[config.mk]
export PLATFORM = sky130hd
export DESIGN_NAME = div_seq_unit
export DESIGN_NICKNAME = d
export VERILOG_FILES = /design/src/rtl/div_seq_unit.sv
export SDC_FILE = /design/constraint.sdc
export NUM_CORES = 1
export LEC_CHECK = 0
export BUFFER_PORTS_ARGS = -buffer_cell sky130_fd_sc_hd__buf_2
export CAP_MARGIN = 5
export CORE_MARGIN = 10
export CORE_UTILIZATION = 56
export DETAILED_ROUTE_END_ITERATION = 12
export GPL_TIMING_DRIVEN = 0
export MAX_ROUTING_LAYER = met4
export PLACE_DENSITY = 0.74
export RECOVER_POWER = 50
export SYNTH_ARGS = -nofsm -noshare
export SYNTH_HDL_FRONTEND = slang
export SYNTH_SLANG_ARGS = --single-unit
[constraint.sdc]
create_clock -name clk -period 5.1 [get_ports clk]
set_input_delay 0 -clock clk [delete_from_list [all_inputs] [get_ports clk]]
set_output_delay 0 -clock clk [all_outputs]
set_load 0.05 [all_outputs]
[src/rtl/div_seq_unit.sv]
// Execute-stage sequential restoring divider for DIV/DIVU with a stall/flush/hold handshake.
// The result {remainder, quotient} is registered on entry to DONE and held until the next completion.
//
//   state | meaning
//   IDLE  | waiting for a DIV/DIVU in E; captures operand magnitudes and sign flags on a hit
//   BUSY  | BPC restoring-division steps per cycle for WIDTH/BPC cycles
//   DONE  | result valid; stays while holdE is high, otherwise returns to IDLE
module div_seq_unit #(
    parameter int         WIDTH        = 32,
    parameter int         BPC          = 1,
    parameter logic [4:0] DIV_CONTROL  = 5'b11010,
    parameter logic [4:0] DIVU_CONTROL = 5'b11011
) (
    input  logic                 clk,
    input  logic                 rst,
    input  logic [4:0]           alucontrolE,
    input  logic [WIDTH-1:0]     srcaE,
    input  logic [WIDTH-1:0]     srcbE,
    input  logic                 flushE,
    input  logic                 holdE,
    output logic                 stall_req,
    output logic                 div_ready,
    output logic                 div_by_zero,
    output logic [2*WIDTH-1:0]   hilo_out
);

    localparam int N  = WIDTH / BPC;
    localparam int CW = (N > 1) ? $clog2(N) : 1;
    localparam logic [CW-1:0] LAST = CW'(N - 1);

    localparam logic [1:0] S_IDLE = 2'd0;
    localparam logic [1:0] S_BUSY = 2'd1;
    localparam logic [1:0] S_DONE = 2'd2;

    logic [1:0]         state_q, state_d;
    logic [CW-1:0]      cnt_q, cnt_d;
    logic [WIDTH-1:0]   quo_q, quo_d;
    logic [WIDTH:0]     rem_q, rem_d;
    logic [WIDTH-1:0]   dsr_q, dsr_d;
    logic               negq_q, negq_d;
    logic               negr_q, negr_d;
    logic               dbz_q, dbz_d;
    logic [2*WIDTH-1:0] hilo_q, hilo_d;

    logic               hit, sgn;
    logic [WIDTH-1:0]   a_abs, b_abs;
    logic [WIDTH:0]     rem_w;
    logic [WIDTH-1:0]   quo_w, q_fin, r_fin;

    assign hit   = (alucontrolE == DIV_CONTROL) || (alucontrolE == DIVU_CONTROL);
    assign sgn   = (alucontrolE == DIV_CONTROL);
    // Negating MIN yields MIN, which read as unsigned is exactly 2^(WIDTH-1).
    assign a_abs = (sgn && srcaE[WIDTH-1]) ? (WIDTH'(0) - srcaE) : srcaE;
    assign b_abs = (sgn && srcbE[WIDTH-1]) ? (WIDTH'(0) - srcbE) : srcbE;

    // quo_q starts as the dividend and shifts left; quotient bits fill in from the bottom.
    always_comb begin
        rem_w = rem_q;
        quo_w = quo_q;
        for (int i = 0; i < BPC; i++) begin
            rem_w = {rem_w[WIDTH-1:0], quo_w[WIDTH-1]};
            quo_w = {quo_w[WIDTH-2:0], 1'b0};
            if (rem_w >= {1'b0, dsr_q}) begin
                rem_w    = rem_w - {1'b0, dsr_q};
                quo_w[0] = 1'b1;
            end
        end
    end

    assign q_fin = negq_q ? (WIDTH'(0) - quo_w) : quo_w;
    assign r_fin = negr_q ? (WIDTH'(0) - rem_w[WIDTH-1:0]) : rem_w[WIDTH-1:0];

    always_comb begin
        state_d = state_q;
        cnt_d   = cnt_q;
        quo_d   = quo_q;
        rem_d   = rem_q;
        dsr_d   = dsr_q;
        negq_d  = negq_q;
        negr_d  = negr_q;
        dbz_d   = dbz_q;
        hilo_d  = hilo_q;
        if (flushE) begin
            state_d = S_IDLE;
        end else begin
            case (state_q)
                S_IDLE: begin
                    if (hit) begin
                        quo_d  = a_abs;
                        dsr_d  = b_abs;
                        rem_d  = '0;
                        cnt_d  = '0;
                        negq_d = sgn & (srcaE[WIDTH-1] ^ srcbE[WIDTH-1]);
                        negr_d = sgn & srcaE[WIDTH-1];
                        if (srcbE == '0) begin
                            state_d = S_DONE;
                            dbz_d   = 1'b1;
                            hilo_d  = {srcaE, {WIDTH{1'b1}}};
                        end else begin
                            state_d = S_BUSY;
                        end
                    end
                end
                S_BUSY: begin
                    quo_d = quo_w;
                    rem_d = rem_w;
                    cnt_d = cnt_q + 1'b1;
                    if (cnt_q == LAST) begin
                        state_d = S_DONE;
                        dbz_d   = 1'b0;
                        hilo_d  = {r_fin, q_fin};
                    end
                end
                S_DONE: begin
                    if (!holdE) state_d = S_IDLE;
                end
                default: state_d = S_IDLE;
            endcase
        end
    end

    always_ff @(posedge clk or negedge rst) begin
        if (!rst) begin
            state_q <= S_IDLE;
            cnt_q   <= '0;
            quo_q   <= '0;
            rem_q   <= '0;
            dsr_q   <= '0;
            negq_q  <= 1'b0;
            negr_q  <= 1'b0;
            dbz_q   <= 1'b0;
            hilo_q  <= '0;
        end else begin
            state_q <= state_d;
            cnt_q   <= cnt_d;
            quo_q   <= quo_d;
            rem_q   <= rem_d;
            dsr_q   <= dsr_d;
            negq_q  <= negq_d;
            negr_q  <= negr_d;
            dbz_q   <= dbz_d;
            hilo_q  <= hilo_d;
        end
    end

    assign stall_req   = hit & ~flushE & (state_q != S_DONE);
    assign div_ready   = (state_q == S_DONE);
    assign div_by_zero = dbz_q;
    assign hilo_out    = hilo_q;

endmodule

* After elaboration in Yosys (flattened, before gate mapping)
Index checks and enable logic that the tools add are counted.
** Cells by class
- Add/sub/neg operators :: 6
- Mux-type cells :: 26
- Bitwise operators :: 6
- Reduce and logical (&&, ||, !) cells :: 10
- Magnitude comparators :: 1
- Equal/unequal tests :: 12
** Operators with widths (number)
- $mux 32 :: 7
- $mux 64 :: 3
- $pmux 32 s2 :: 2
- $pmux 64 s2 :: 1
- $sub 1x32->32 const A :: 4
- $ge 33x32->1 :: 1
- $logic_not 32->1 :: 1
- $sub 32x32->32 :: 1
- $eq 5x5->1 const B :: 3
- $mux 2 :: 5
- $pmux 5 s2 :: 1
- $ne 3x3->1 const B :: 3
- $reduce_and 3->1 :: 3
- $ne 2x2->1 const B :: 4
- $pmux 2 s3 :: 1
- $add 5x1->5 const B :: 1
- $mux 5 :: 1
- $reduce_and 5->1 :: 1
- $and 1x1->1 :: 4
- $mux 1 :: 4
- $eq 2x1->1 const B :: 1
- $eq 2x2->1 const B :: 1
- $logic_and 1x1->1 :: 2
- $logic_not 2->1 :: 1
- other kinds (5) :: 5
** Storage, ports and cells
- Bits in registers :: 170
- Word-level logic and storage cells :: 70
- Bits of input ports :: 73
- Output and inout bits :: 67

* Longest topological paths before layout
Gate-level depths: netlist (run 1).
- Depth after elaboration :: 6
- Depth in mapped cells :: 23
- Mapped depth without buffers :: 20

* Least setup slack after synthesis (run 1)
No wires, ideal clock.
- Path kind :: register to register
- From :: register rem_q[3]
- To :: register hilo_q[54] (netlist: hilo_out[54])
- Period minus slack after synthesis :: 4.668 ns
- Arrival :: 4.586 ns
- Path slack :: 0.432 ns
- Cell stages (with the launch flop) :: 21
- Path buffers :: 3
- Required time :: 5.018 ns
- Library setup time :: 0.082 ns
- Path through :: dfrtp_1 -> ha_1 -> buf_6 -> a21o_1 -> a31oi_2 -> a21boi_1 -> o211a_1 -> o21ai_4 -> nand2_2 -> buf_2 -> buf_2 -> o21ai_0 -> ha_1 -> nor3b_1 -> nand2_1 -> or4_4 -> a2bb2o_4 -> nor3_4 -> nand2_2 -> a211o_1 -> a31oi_1
** On the way
- Longest elaborated chain between the ends :: 6
- Elaborated cells between the ends (all ways) :: 7
- Those cells by class :: add/sub: 2; order compare: 1; mux: 4
** RTL lines
- start: declaration :: line 38 : logic [WIDTH:0] rem_q, rem_d;
- start signal: assignment :: line 137 : rem_q <= rem_d;
- $sub 32x32->32 / $ge 33x32->1 (equally long branches) :: line 64, 63
- $mux 32 * :: line 63 : if (rem_w >= {1'b0, dsr_q}) begin
- $sub 1x32->32 :: line 71 : assign r_fin = negr_q ? (WIDTH'(0) - rem_w[WIDTH-1:0]) : rem_w[WIDTH-1:0];
- $mux 32 * :: line 71
- $mux 64 * :: line 108 : if (cnt_q == LAST) begin
- $pmux 64 s2 * :: line 86 : case (state_q)
- end signal: assignment :: line 142 : hilo_q <= hilo_d;
- end: declaration :: line 43 : logic [2*WIDTH-1:0] hilo_q, hilo_d;
Every way passes the cells marked *; elsewhere a longest branch is shown, timed or not. The select of a mux whose other input is x is not followed.
A chain may end at the register's enable or synchronous reset.

* Worst setup path in the final report (run 1)
- From :: register rem_q[14]
- To :: register hilo_q[52] (netlist: hilo_out[52])
Same word-level chain as after synthesis.

==> summary.md, run 1 <==
| Metric | Value |
|---|---|
| Cell chain of the critical path | ha_2 -> and4_1 -> and3_1 -> nand3_1 -> o41ai_4 -> nor2_4 -> nand2_8 -> buf_6 -> buf_6 -> nand2_1 -> o21ai_2 -> ha_2 -> nor3b_2 -> nand2_1 -> or4_4 -> a2bb2o_4 -> nor3_4 -> buf_12 -> a21oi_1 -> mux2i_1 -> a21oi_1 |
| XOR/XNOR Fraction of Synth Area | 9.088% |
| Max-cap violations | 2 |
| Post-Layout Cell Count | 2022 |
| Worst Setup Slack, final | 0.1941 ns |
| Fin crit period | 4.906 ns |
| Final Power | 8349 uW |
| Cell taking the most area after synthesis | dfrtp_1 |
| Number of global-route vias before repair | 12.30k |
| Least-Margin Pin Slew | 3.036 ns |
| Worst Path Arrival | 5.22 ns |
| Yosys warns | 0 |
| Yosys reg bits | 170 |
| Vias per cell | 5.991 |
| Register area share after synthesis | 35.03% |
| Final Setup Violations | 0 |
| Die Span X | 167.3 um |
| LEAKAGE | 0.006264 uW |
| Critical Path Fanout Max | 10 |
| Placed Instances | 1918 |
| Failing checks | capacitance limit, slew limit |
| WP buf/inv | 3 |
| Post-synth EDFFs | 0 |
| CP Class | reg -> reg |
| Tot GR Track Use | 29.43% |
| Synth Area in Compound Gates | 24.59% |
| Core area | 0.02115 mm^2 |
| Post-layout nets | 1844 |
| Routed wl met3 | 2.377 mm |
| Area Growth Syn to Fin | 19.82% |
| RSZ-0062 raised after global routing | no |
| First-pass iteration count of the detailed router | 5 |
| Via count | 12.11k |
| Antenna viol nets, final | 0 |
| Ys flop type | dfrtp_1 |
| Main combinational cell family by area after synthesis | compound AO/OA/AOI/OAI gates |
| Routed length on met2 | 19.79 mm |
| CTS max path bufs | 2 |
| Status | complete, but fails checks |
| Post-Synth Adder-Cell Area | 4.080% |
| Final Slew Violations | 173 |
| Mean Syn Cell Area | 8.079 um^2 |
| # DRC | 0 |
| Max Used Layer | met4 |
| Commonest cells post-synth | nand2_1, dfrtp_1, o21ai_0, a21oi_1, nor2_1 |
| H-tree Lvls | 4 |
| Required @ worst endpoint | 5.42 ns |
| Aggregate global routing overflow | 0 |
| Post-Synthesis Net Count | 1615 |
| Final period util | 96.20% |
| Ys async rst share | 100.0% |
| Maximum VDD drop | 0.0003128 V |
| HPWL after detailed placement | 31.11 mm |
| Count leader, synth | nand2_1 |
| Slowest cell on crit path | dfrtp_1 |
| Yosys top cell area share | 35.03% |
| DR iter-0 viols | 1085 |
| Family with the most delay on the worst path | simple AND/OR/NAND/NOR gates |
| Initial Util | 57.40% |
| Row Count | 53 |
| Largest net degree at the start of global routing | 116 |
| DRT met1 WL | 17.07 mm |
| Post-Place Worst Slack | -0.8895 ns |
| Post-Route WL | 40.81 mm |
| Critical path capture point type | flop |
| FMAX | 203.8 MHz |
| First-pass GRT wire length | 65.43 mm |
| Worst skew pair latency | 0.45 ns |
| Slew HR | -102.4% |
| CTS tree | built |
| Final Skew | 0.01412 ns |
| Clock buffer count from CTS | 17 |
| Mapped Area | 0.01214 mm^2 |
| HP Class | in -> reg |
| Final hold viol count | 0 |
| Simple-Gate Fraction of Synth Area | 20.43% |
| Initial antenna violation count | 1 |
| Post-synthesis mux area share | 2.277% |
| Layout cells sized above 1 | 10.03% |
| PwrDens | 573.8 mW/mm^2 |
| Mapped Cells | 1503 |
| Clock root cell | clkbuf_16 |
| CP peak stage delay | 0.45 ns |
| Clk slew on worst S/H paths | 0.07 ns |
| CTS sink count | 170 |
| Largest cells by area after synthesis | dfrtp_1, o21ai_0, nand2_1 |
| Critical Path Start Type | flop |
| Post-synth cell types | 88 |
| Num ports | 140 |
| RD Place Congestion | 0.9507 |
| Drt wl/cell | 20.18 um |
| Port Buffers | 139 |
| Die ar. | 0.02797 mm^2 |
| Die Span Y | 167.3 um |
[report_power, final]
group	internal [uW]	switching [uW]	leakage, uW	total (uW)
sequential	1650	331	0.00224	1980
combinational	1870	3180	0.00373	5050
clock	668	655	0.000289	1320
[final timing paths]
check                           cells past startpoint                        to                   from  slack, ns
worst max-delay path                               21  hilo_out[52]$_DFFE_PN0P_  rem_q[14]$_DFFE_PN0P_       0.19
worst min register to register                      2     dsr_q[23]$_DFFE_PN0P_  dsr_q[23]$_DFFE_PN0P_       0.48
worst min-delay path                                5  hilo_out[46]$_DFFE_PN0P_              srcaE[14]       0.03
max in group asynchronous                           3  hilo_out[53]$_DFFE_PN0P_                    rst       1.00
worst max register to register                     21  hilo_out[52]$_DFFE_PN0P_  rem_q[14]$_DFFE_PN0P_       0.19
min in group asynchronous                           2   hilo_out[4]$_DFFE_PN0P_                    rst       1.08
[state kept, by name (all words and copies together) (netlist names)]
signal	cells
hilo_out	64
state_q	2
negr_q	1
cnt_q	5
div_by_zero	1
quo_q	32
dsr_q	32
rem_q	32
negq_q	1
[layer usage]
| metal | GRT usage, % | vias to the layer above |
|---|---|---|
| li1 | - | 5863 |
| met1 | 34.55 | 5685 |
| met2 | 49.27 | 476 |
| met3 | 4.518 | 90 |
| met4 | 12.83 | 0 |
| met5 | - | - |
[stage by stage]
step / utilization [%] / TNS (ns) / area (um^2) / hold WS, ns
floorplan: - / 0 / 12140 / -0.2956
global placement: 62.32 / -7.023 / 13180 / 0.2690
detailed placement: 62.49 / -7.548 / 13220 / -0.05610
CTS: 69.06 / 0 / 14610 / 0.009133
global route: 68.77 / 0 / 14550 / 0.02362
finish: 68.78 / 0 / 14550 / 0.02674
[layout by cell type, fill, tap and decap left out, types with 8 or more instances in the layout]
cell	Yosys	final
buf_2	12	87
and3_1	19	18
or3_1	18	18
nand3_1	20	20
nand2_1	204	204
a21o_1	10	10
o41ai_1	11	11
a22o_1	10	10
o21ai_0	164	162
dfrtp_1	170	170
a31oi_1	40	40
dlygate4sd3_1	0	71
clkbuf_1	64	120
or4_1	16	16
nor4_1	8	8
nor2_1	133	132
a211oi_1	9	9
inv_1	52	52
nand4_1	17	17
xor2_1	74	74
clkbuf_16	0	17
mux2i_1	22	21
nand3b_1	8	8
nor3_1	34	33
ha_1	38	35
o21a_1	9	9
xnor2_1	52	52
nand2b_1	8	8
o31ai_1	22	22
and2_1	11	11
a21oi_1	138	138
[area by class of cell]
class	instances	area, um^2
inverter	54	205.2
clock inverter	14	147.6
buffer	76	332.8
fill	1805	6604
sequential	170	4254
clock buffer	18	439.2
multi-input combinational	1197	7435
antenna	2	5.005
tap	275	344.1
timing repair buffer	216	1388
[cells by family (layout without fill, tap and decap cells)]
group           Yosys count  in the layout
compound gates          479            479
xor+xnor                126            126
fa+ha+maj                39             39
buf+inv                 136            378
flops                   170            170
mux                      27             27
other cells               0              2
simple gates            526            526
[tightest hold or removal path, stage by stage]
cell and delay, ns:
buf_2 0.13, inv_1 0.07, nor2_1 0.05, a21oi_1 0.10, o21ai_0 0.08
[repair_timing]
action | in CTS | in global routing
hold buffers | 71 | 0
hold endpoints to repair | 129 | 0
setup buffers | 4 | 1
pin swaps | 5 | 2
setup endpoints to repair | 14 | 8
resized for setup | 16 | 8
(Power assumes the default switching activity.)
==> inputs of run 2 (changes only) <==
--- a/config.mk
+++ b/config.mk
@@ -8,11 +8,11 @@
 export BUFFER_PORTS_ARGS = -buffer_cell sky130_fd_sc_hd__buf_2
 export CAP_MARGIN = 5
 export CORE_MARGIN = 10
-export CORE_UTILIZATION = 56
+export CORE_UTILIZATION = 60
 export DETAILED_ROUTE_END_ITERATION = 12
 export GPL_TIMING_DRIVEN = 0
 export MAX_ROUTING_LAYER = met4
-export PLACE_DENSITY = 0.74
+export PLACE_DENSITY = 0.79
 export RECOVER_POWER = 50
 export SYNTH_ARGS = -nofsm -noshare
 export SYNTH_HDL_FRONTEND = slang
==> run 2 against run 1 <==
- critical path type unchanged
- highest routed layer unchanged
- final cell count decreased by 0.69%
- sequential power about the same
- critical endpoint is now hilo_out[62]$_DFFE_PN0P_
- the run still ends with capacitance limit, slew limit left
- global-route usage increased by 1.6 points
==> summary.md, run 2 (synthesized netlist as in run 1, its figures left out) <==
| Metric | Value |
|---|---|
| Logic pwr share | 60.4% (about the same) |
| Critical path origin | rem_q[5]$_DFFE_PN0P_ (was rem_q[14]$_DFFE_PN0P_) |
| Die Span X | 162.3 um (was 167.3 um) |
| Initial Util | 61.58% (was 57.40%) |
| Core area | 0.01972 mm^2 (was 0.02115 mm^2) |
| HPWL after detailed placement | 30.18 mm (was 31.11 mm) |
| Failing checks | capacitance limit, slew limit (unchanged) |
| Antenna viol nets, final | 0 (unchanged) |
| HP Class | in -> reg (unchanged) |
| Final hold viol count | 0 (unchanged) |
| Clk pwr share | 15.6% (was 15.8%) |
| Worst skew pair latency | 0.45 ns (about the same) |
| CP Class | reg -> reg (unchanged) |
| CTS tree | built (unchanged) |
| Critical Path Start Type | flop (unchanged) |
| # DRC | 0 (unchanged) |
| DR iter-0 viols | 1016 (was 1085) |
| Pint | 4144 uW (was 4186 uW) |
| Area Growth Syn to Fin | 19.41% (was 19.82%) |
| Final Setup Violations | 0 (unchanged) |
| Clock root cell | clkbuf_16 (unchanged) |
| RSZ-0062 raised after global routing | no (unchanged) |
| LEAKAGE | 0.006208 uW (was 0.006264 uW) |
| Clk slew on worst S/H paths | 0.08 ns (was 0.07 ns) |
| Final Slew Violations | 173 (unchanged) |
| Die ar. | 0.02633 mm^2 (was 0.02797 mm^2) |
| H-tree Lvls | 4 (unchanged) |
| Met2 Track Usage GR | 50.75% (was 49.27%) |
| Port Buffers | 139 (unchanged) |
| Max reg flops | 64 (unchanged) |
| Critical path capture point type | flop (unchanged) |
| Met3 usage | 5.991% (was 4.518%) |
| Num ports | 140 (unchanged) |
| Layout cells sized above 1 | 10.01% (was 10.03%) |
| HP Start | srcaE[14] (unchanged) |
| Clock buffer count from CTS | 17 (unchanged) |
| Critical Path Fanout Max | 19 (was 10) |
| Sequential group share of total power | 24.0% (was 23.7%) |
| FMAX | 202.4 MHz (was 203.8 MHz) |
| RD Place Congestion | 0.9576 (was 0.9507) |
| Final Skew | 0.01588 ns (was 0.01412 ns) |
| First-pass iteration count of the detailed router | 7 (was 5) |
| Worst Path Arrival | 5.32 ns (was 5.22 ns) |
| Vias per cell | 6.119 (was 5.991) |
| Slew HR | -65.64% (was -102.4%) |
| Row Count | 51 (was 53) |
| Required @ worst endpoint | 5.48 ns (was 5.42 ns) |
| Max-cap violations | 2 (unchanged) |
| Die Span Y | 162.3 um (was 167.3 um) |
| Post-Route WL | 40.44 mm (was 40.81 mm) |
| Via count | 12.29k (was 12.11k) |
| Worst hold path depth | 5 (unchanged) |
| Maximum VDD drop | 0.0003522 V (was 0.0003128 V) |
| Worst reg2reg path depth | 17 (was 21) |
| Initial antenna violation count | 3 (was 1) |
| FF-to-FF Start | rem_q[5]$_DFFE_PN0P_ (was rem_q[14]$_DFFE_PN0P_) |
| Status | complete, but fails checks (unchanged) |
| Fin crit period | 4.942 ns (was 4.906 ns) |
| GRT busiest layer | met2 (unchanged) |
| Grt met1 use | 34.86% (was 34.55%) |
| Dpl cell area | 0.01321 mm^2 (was 0.01322 mm^2) |
| Most frequent cells in the layout | nand2_1, dfrtp_1, o21ai_0, a21oi_1, nor2_1 (unchanged) |
| Sw Share | 50.04% (was 49.86%) |
| Final period util | 96.90% (was 96.20%) |
| PwrDens | 572.1 mW/mm^2 (was 573.8 mW/mm^2) |
| CTS max path bufs | 2 (unchanged) |
| Post-layout nets | 1838 (was 1844) |
| Net switching power figure | 4151 uW (was 4163 uW) |
| Tot GR Track Use | 31.07% (was 29.43%) |
| Most common cell after layout, fill and taps aside | nand2_1 (unchanged) |
| Number of global-route vias before repair | 12.26k (was 12.30k) |
| Least-Margin Pin Slew | 2.485 ns (was 3.036 ns) |
| Aggregate global routing overflow | 0 (unchanged) |
| Post-route cell area | 0.01450 mm^2 (was 0.01455 mm^2) |
| First-pass GRT wire length | 63.84 mm (was 65.43 mm) |
| Largest net degree at the start of global routing | 100 (was 116) |
| Drt wl/cell | 20.14 um (was 20.18 um) |
| TNS Setup | 0 ns (unchanged) |
| CTS sink count | 170 (unchanged) |
## run 2: cell count changes in the layout (fill, tap and decap cells not counted), moves of 3 or more
cell,change
buf_2,-5
ha_1,-3
clkbuf_1,+5
dlygate4sd3_1,-4
## run 2: metal layers
metal	vias to the layer above	wire length [um]	share of wire (%)
met5	-	0	0
met4	0	2210	5.5
met3	127	2863	7.1
met2	551	19120	47
met1	5756	16250	40
li1	5853	-	-
## run 2: worst paths after layout
check / end / slack (ns)
setup reg to reg: hilo_out[62]$_DFFE_PN0P_ / 0.16
min in group asynchronous: quo_q[5]$_DFFE_PN0P_ / 0.86
hold reg to reg: dsr_q[18]$_DFFE_PN0P_ / 0.48
max in group asynchronous: rem_q[19]$_DFFE_PN0P_ / 1.39
setup / recovery: hilo_out[62]$_DFFE_PN0P_ / 0.16
hold / removal: hilo_out[46]$_DFFE_PN0P_ / 0.02
## run 2: critical path, stage by stage (launching register included)
cell and delay, ns:
dfrtp_1 0.44, ha_1 0.38, a21o_1 0.24, a221o_1 0.44
o211a_1 0.33, o21ai_4 0.26, nand2_8 0.15, inv_8 0.17
mux2i_2 0.28, ha_2 0.26, nor3b_2 0.21, nand2_1 0.11
or4_4 0.43, a2bb2o_4 0.26, nor3_4 0.32, nand4_1 0.19
a211oi_1 0.26, nand3b_1 0.13
## run 2: layout make-up
type	count	area [um^2]
multi-input combinational	1197	7472
fill	1582	5218
sequential	170	4255
timing repair buffer	211	1320
clock buffer	18	429.2
tap	265	331.6
buffer	75	321.6
inverter	54	210.2
clock inverter	14	150.1
antenna	4	10.01
## run 2: metrics by stage
stage / util [%] / power [uW] / setup WS, ns / instances / hold slack [ns]
finish: 73.54 / 8296 / 0.1582 / 2008 / 0.02254
floorplan: - / 5518 / 0.4325 / 1503 / -0.2956
detailed placement: 66.98 / 6694 / -0.8000 / 1908 / 0.08347
global placement: 66.79 / 6616 / -0.7628 / 1907 / 0.2552
CTS: 73.72 / 8136 / 0.05046 / 2007 / 0.02329
global route: 73.53 / 8860 / 0.01518 / 2007 / 0.05580
## run 2: power by group through the flow
stage	registers (uW)	logic [uW]	clock network (uW)
floorplan	2150	3370	0
global placement	1980	4640	0
detailed placement	1990	4710	0
CTS	1970	4880	1290
global route	2030	5480	1350
finish	1990	5010	1290
## run 2: repair_timing
action,CTS,global route
hold buffers,67,0
buffers inserted,3,1
resized for setup,16,18
endpoints found under the hold margin,162,0
endpoints found under the setup margin,15,9
pin swaps,5,4
==> inputs of run 3 (changes only) <==
--- a/config.mk
+++ b/config.mk
@@ -5,14 +5,14 @@
 export SDC_FILE = /design/constraint.sdc
 export NUM_CORES = 1
 export LEC_CHECK = 0
-export BUFFER_PORTS_ARGS = -buffer_cell sky130_fd_sc_hd__buf_2
 export CAP_MARGIN = 5
 export CORE_MARGIN = 10
 export CORE_UTILIZATION = 60
 export DETAILED_ROUTE_END_ITERATION = 12
+export DONT_BUFFER_PORTS = 1
 export GPL_TIMING_DRIVEN = 0
 export MAX_ROUTING_LAYER = met4
-export PLACE_DENSITY = 0.79
+export PLACE_DENSITY = 0.73
 export RECOVER_POWER = 50
 export SYNTH_ARGS = -nofsm -noshare
 export SYNTH_HDL_FRONTEND = slang
==> run 3 against run 2 <==
- the run ends with hold timing left
- first-iteration DRC count is 14% higher
- highest routed layer unchanged
- core utilization is 2.2 points lower
- critical path depth is 3 higher
- clock skew is 0.0014 ns lower
- via count is 4.1% lower
- sequential cell count stayed put
- design area is 3.0% lower
- sequential power is 14% higher
- routed wire length is 2.1% lower
- largest power group unchanged
==> summary.md, run 3 (synthesized netlist as in run 1, its figures left out) <==
| Metric | Value |
|---|---|
| Slew HR | 24.76% (was -65.64%) |
| Final Power | 8208 uW (was 8296 uW) |
| Row Count | 51 (unchanged) |
| Final period util | 94.89% (was 96.90%) |
| Worst skew pair latency | 0.44 ns (was 0.45 ns) |
| Initial Util | 61.58% (unchanged) |
| Slowest cell on crit path | dfrtp_1 (unchanged) |
| Most frequent cells in the layout | nand2_1, dfrtp_1, o21ai_0, a21oi_1, nor2_1 (unchanged) |
| Hold Worst Slack | -0.001262 ns (was 0.02254 ns) |
| Die ar. | 0.02633 mm^2 (unchanged) |
| Worst Path Arrival | 5.21 ns (was 5.32 ns) |
| Clock buffer count from CTS | 17 (unchanged) |
| HPWL after detailed placement | 29.11 mm (was 30.18 mm) |
| Post-Place Worst Slack | -0.7821 ns (was -0.8000 ns) |
| Core area | 0.01972 mm^2 (unchanged) |
| Final Setup Violations | 0 (unchanged) |
| First-pass GRT wire length | 63.01 mm (was 63.84 mm) |
| Via count | 11.78k (was 12.29k) |
| Diode count | 0 (was 4) |
| Number of global-route vias before repair | 11.48k (was 12.26k) |
| Util after Layout | 71.33% (was 73.54%) |
| Vias per cell | 6.249 (was 6.119) |
| Status | complete, but fails checks (unchanged) |
| Largest net degree at the start of global routing | 171 (was 100) |
| Max-cap violations | 0 (was 2) |
| CP peak stage delay | 0.47 ns (was 0.44 ns) |
| Failing checks | hold timing (was capacitance limit, slew limit) |
| Worst reg2reg path depth | 20 (was 17) |
| Maximum VDD drop | 0.0003362 V (was 0.0003522 V) |
| Post-Route WL | 39.60 mm (was 40.44 mm) |
| Initial antenna violation count | 0 (was 3) |
| CP Class | reg -> reg (unchanged) |
| # DRC | 0 (unchanged) |
| Post-route cell area | 0.01406 mm^2 (was 0.01450 mm^2) |
| Cell chain of the critical path | ha_1 -> buf_6 -> a21o_1 -> a31oi_4 -> a21boi_2 -> o211a_1 -> o21ai_4 -> nand2_8 -> inv_6 -> mux2i_2 -> ha_2 -> nor3b_2 -> nand2_1 -> or4_4 -> a2bb2o_4 -> nor3_4 -> buf_12 -> nand4_1 -> a211oi_1 -> nand3b_1 (was ha_1 -> a21o_1 -> a221o_1 -> o211a_1 -> o21ai_4 -> nand2_8 -> inv_8 -> mux2i_2 -> ha_2 -> nor3b_2 -> nand2_1 -> or4_4 -> a2bb2o_4 -> nor3_4 -> nand4_1 -> a211oi_1 -> nand3b_1) |
| DR iter-0 viols | 1157 (was 1016) |
| Port Buffers | 0 (was 139) |
| First-pass iteration count of the detailed router | 5 (was 7) |
| CTS sink count | 170 (unchanged) |
| CP Depth | 20 (was 17) |
| Final hold viol count | 1 (was 0) |
| CTS tree | built (unchanged) |
| PwrDens | 583.6 mW/mm^2 (was 572.1 mW/mm^2) |
| Max reg flops | 64 (unchanged) |
| WP buf/inv | 3 (was 1) |
| Drt wl/cell | 21.01 um (was 20.14 um) |
| RD Place Congestion | 0.9799 (was 0.9576) |
| Area Growth Syn to Fin | 15.83% (was 19.41%) |
| Num ports | 140 (unchanged) |
| Critical Path Fanout Max | 19 (unchanged) |
| Final Skew | 0.01446 ns (was 0.01588 ns) |
| Antenna viol nets, final | 0 (unchanged) |
| LEAKAGE | 0.005929 uW (was 0.006208 uW) |
| Required @ worst endpoint | 5.47 ns (was 5.48 ns) |
| Family with the most delay on the worst path | compound AO/OA/AOI/OAI gates (unchanged) |
| Die Span X | 162.3 um (unchanged) |
| Critical Path Start Type | flop (unchanged) |
| H-tree Lvls | 4 (unchanged) |
| Most common cell after layout, fill and taps aside | nand2_1 (unchanged) |
| Clock root cell | clkbuf_16 (unchanged) |
| Critical path capture point type | flop (unchanged) |
| Fin crit period | 4.839 ns (was 4.942 ns) |
| Clk slew on worst S/H paths | 0.07 ns (was 0.08 ns) |
| FMAX | 206.6 MHz (was 202.4 MHz) |
| Worst hold path depth | 5 (unchanged) |
| Worst Setup Slack, final | 0.2605 ns (was 0.1582 ns) |
| Aggregate global routing overflow | 0 (unchanged) |
| Die Span Y | 162.3 um (unchanged) |
| Layout cells sized above 1 | 5.741% (was 10.01%) |
| CTS max path bufs | 2 (unchanged) |
| Tot GR Track Use | 30.71% (was 31.07%) |
| Final Slew Violations | 0 (was 173) |
| Post-layout nets | 1719 (was 1838) |
| Dpl cell area | 0.01248 mm^2 (was 0.01321 mm^2) |
| Least-Margin Pin Slew | 1.126 ns (was 2.485 ns) |
| HP Class | in -> reg (unchanged) |
[run 3: changes by cell type in the layout (fill, tap and decap cells not counted), moves of 2 or more]
cell           before  now
diode_2             4    0
ha_4                3    0
ha_1               32   35
buf_12              0    2
buf_2              82    9
clkbuf_1          125   60
nor2_1            130  133
nor2_2              3    0
dlygate4sd3_1      67   86
clkinvlp_4          0    3
clkinv_4            4    2
clkbuf_2            2    0
[run 3: area by class of cell]
cell class                      count  area (um^2)
Clock buffer                       18        429.2
Buffer                             75        330.3
Multi-Input combinational cell   1197         7412
Sequential cell                   170         4255
Clock inverter                     14        160.2
Timing Repair Buffer               92        938.4
Tap cell                          265        331.6
Inverter                           54        207.7
Fill cell                        1532         5653
[run 3: where the power goes]
| group | leakage (uW) | switching [uW] | internal [uW] |
|---|---|---|---|
| clock | 0.000277 | 621 | 695 |
| combinational | 0.00341 | 2810 | 1820 |
| sequential | 0.00224 | 616 | 1640 |
[run 3: worst reg2reg max path: stages, from the launching register on]
cell and delay, ns:
dfrtp_1 0.47, ha_1 0.34, buf_6 0.15, a21o_1 0.22
a31oi_4 0.24, a21boi_2 0.12, o211a_1 0.29, o21ai_4 0.25
nand2_8 0.13, inv_6 0.21, mux2i_2 0.31, ha_2 0.25
nor3b_2 0.23, nand2_1 0.11, or4_4 0.42, a2bb2o_4 0.25
nor3_4 0.15, buf_12 0.14, nand4_1 0.12, a211oi_1 0.24
nand3b_1 0.13
[run 3: path summary, 6_finish.rpt]
kind                                             to  slack, ns                  start
max                        hilo_out[62]$_DFFE_PN0P_       0.26   rem_q[3]$_DFFE_PN0P_
min                            quo_q[3]$_DFFE_PN0P_     -0.001               srcaE[2]
max reg2reg                hilo_out[62]$_DFFE_PN0P_       0.26   rem_q[3]$_DFFE_PN0P_
min reg2reg                   dsr_q[20]$_DFFE_PN0P_       0.48  dsr_q[20]$_DFFE_PN0P_
max in group asynchronous     rem_q[13]$_DFFE_PN0P_       4.15                    rst
min in group asynchronous   hilo_out[6]$_DFFE_PN0P_       0.19                    rst
[run 3: per-layer routing]
| layer | part of all wire (%) | vias up | wire, um | GRT usage [%] |
|---|---|---|---|---|
| met1 | 40 | 5503 | 15670 | 36.59 |
| met4 | 3.9 | 0 | 1542 | 11.33 |
| met3 | 8.7 | 102 | 3464 | 6.117 |
| met2 | 48 | 561 | 18920 | 50.60 |
| li1 | - | 5613 | - | - |
| met5 | 0 | - | 0 | - |
[run 3: timing repair]
item	in CTS	in global routing
hold endpoints to repair	269	0
pin swaps	3	2
setup buffers	3	1
endpoints found under the setup margin	12	10
hold buffers	87	0
resized for setup	10	14
[run 3: metrics by stage]
step / instances / setup TNS (ns) / hold WS, ns
global route: 1885 / -0.001572 / 0.03709
CTS: 1887 / 0 / 0.0007208
global placement: 1768 / -6.055 / -0.2906
finish: 1885 / 0 / -0.001262
floorplan: 1503 / 0 / -0.2956
detailed placement: 1769 / -6.084 / -0.2897
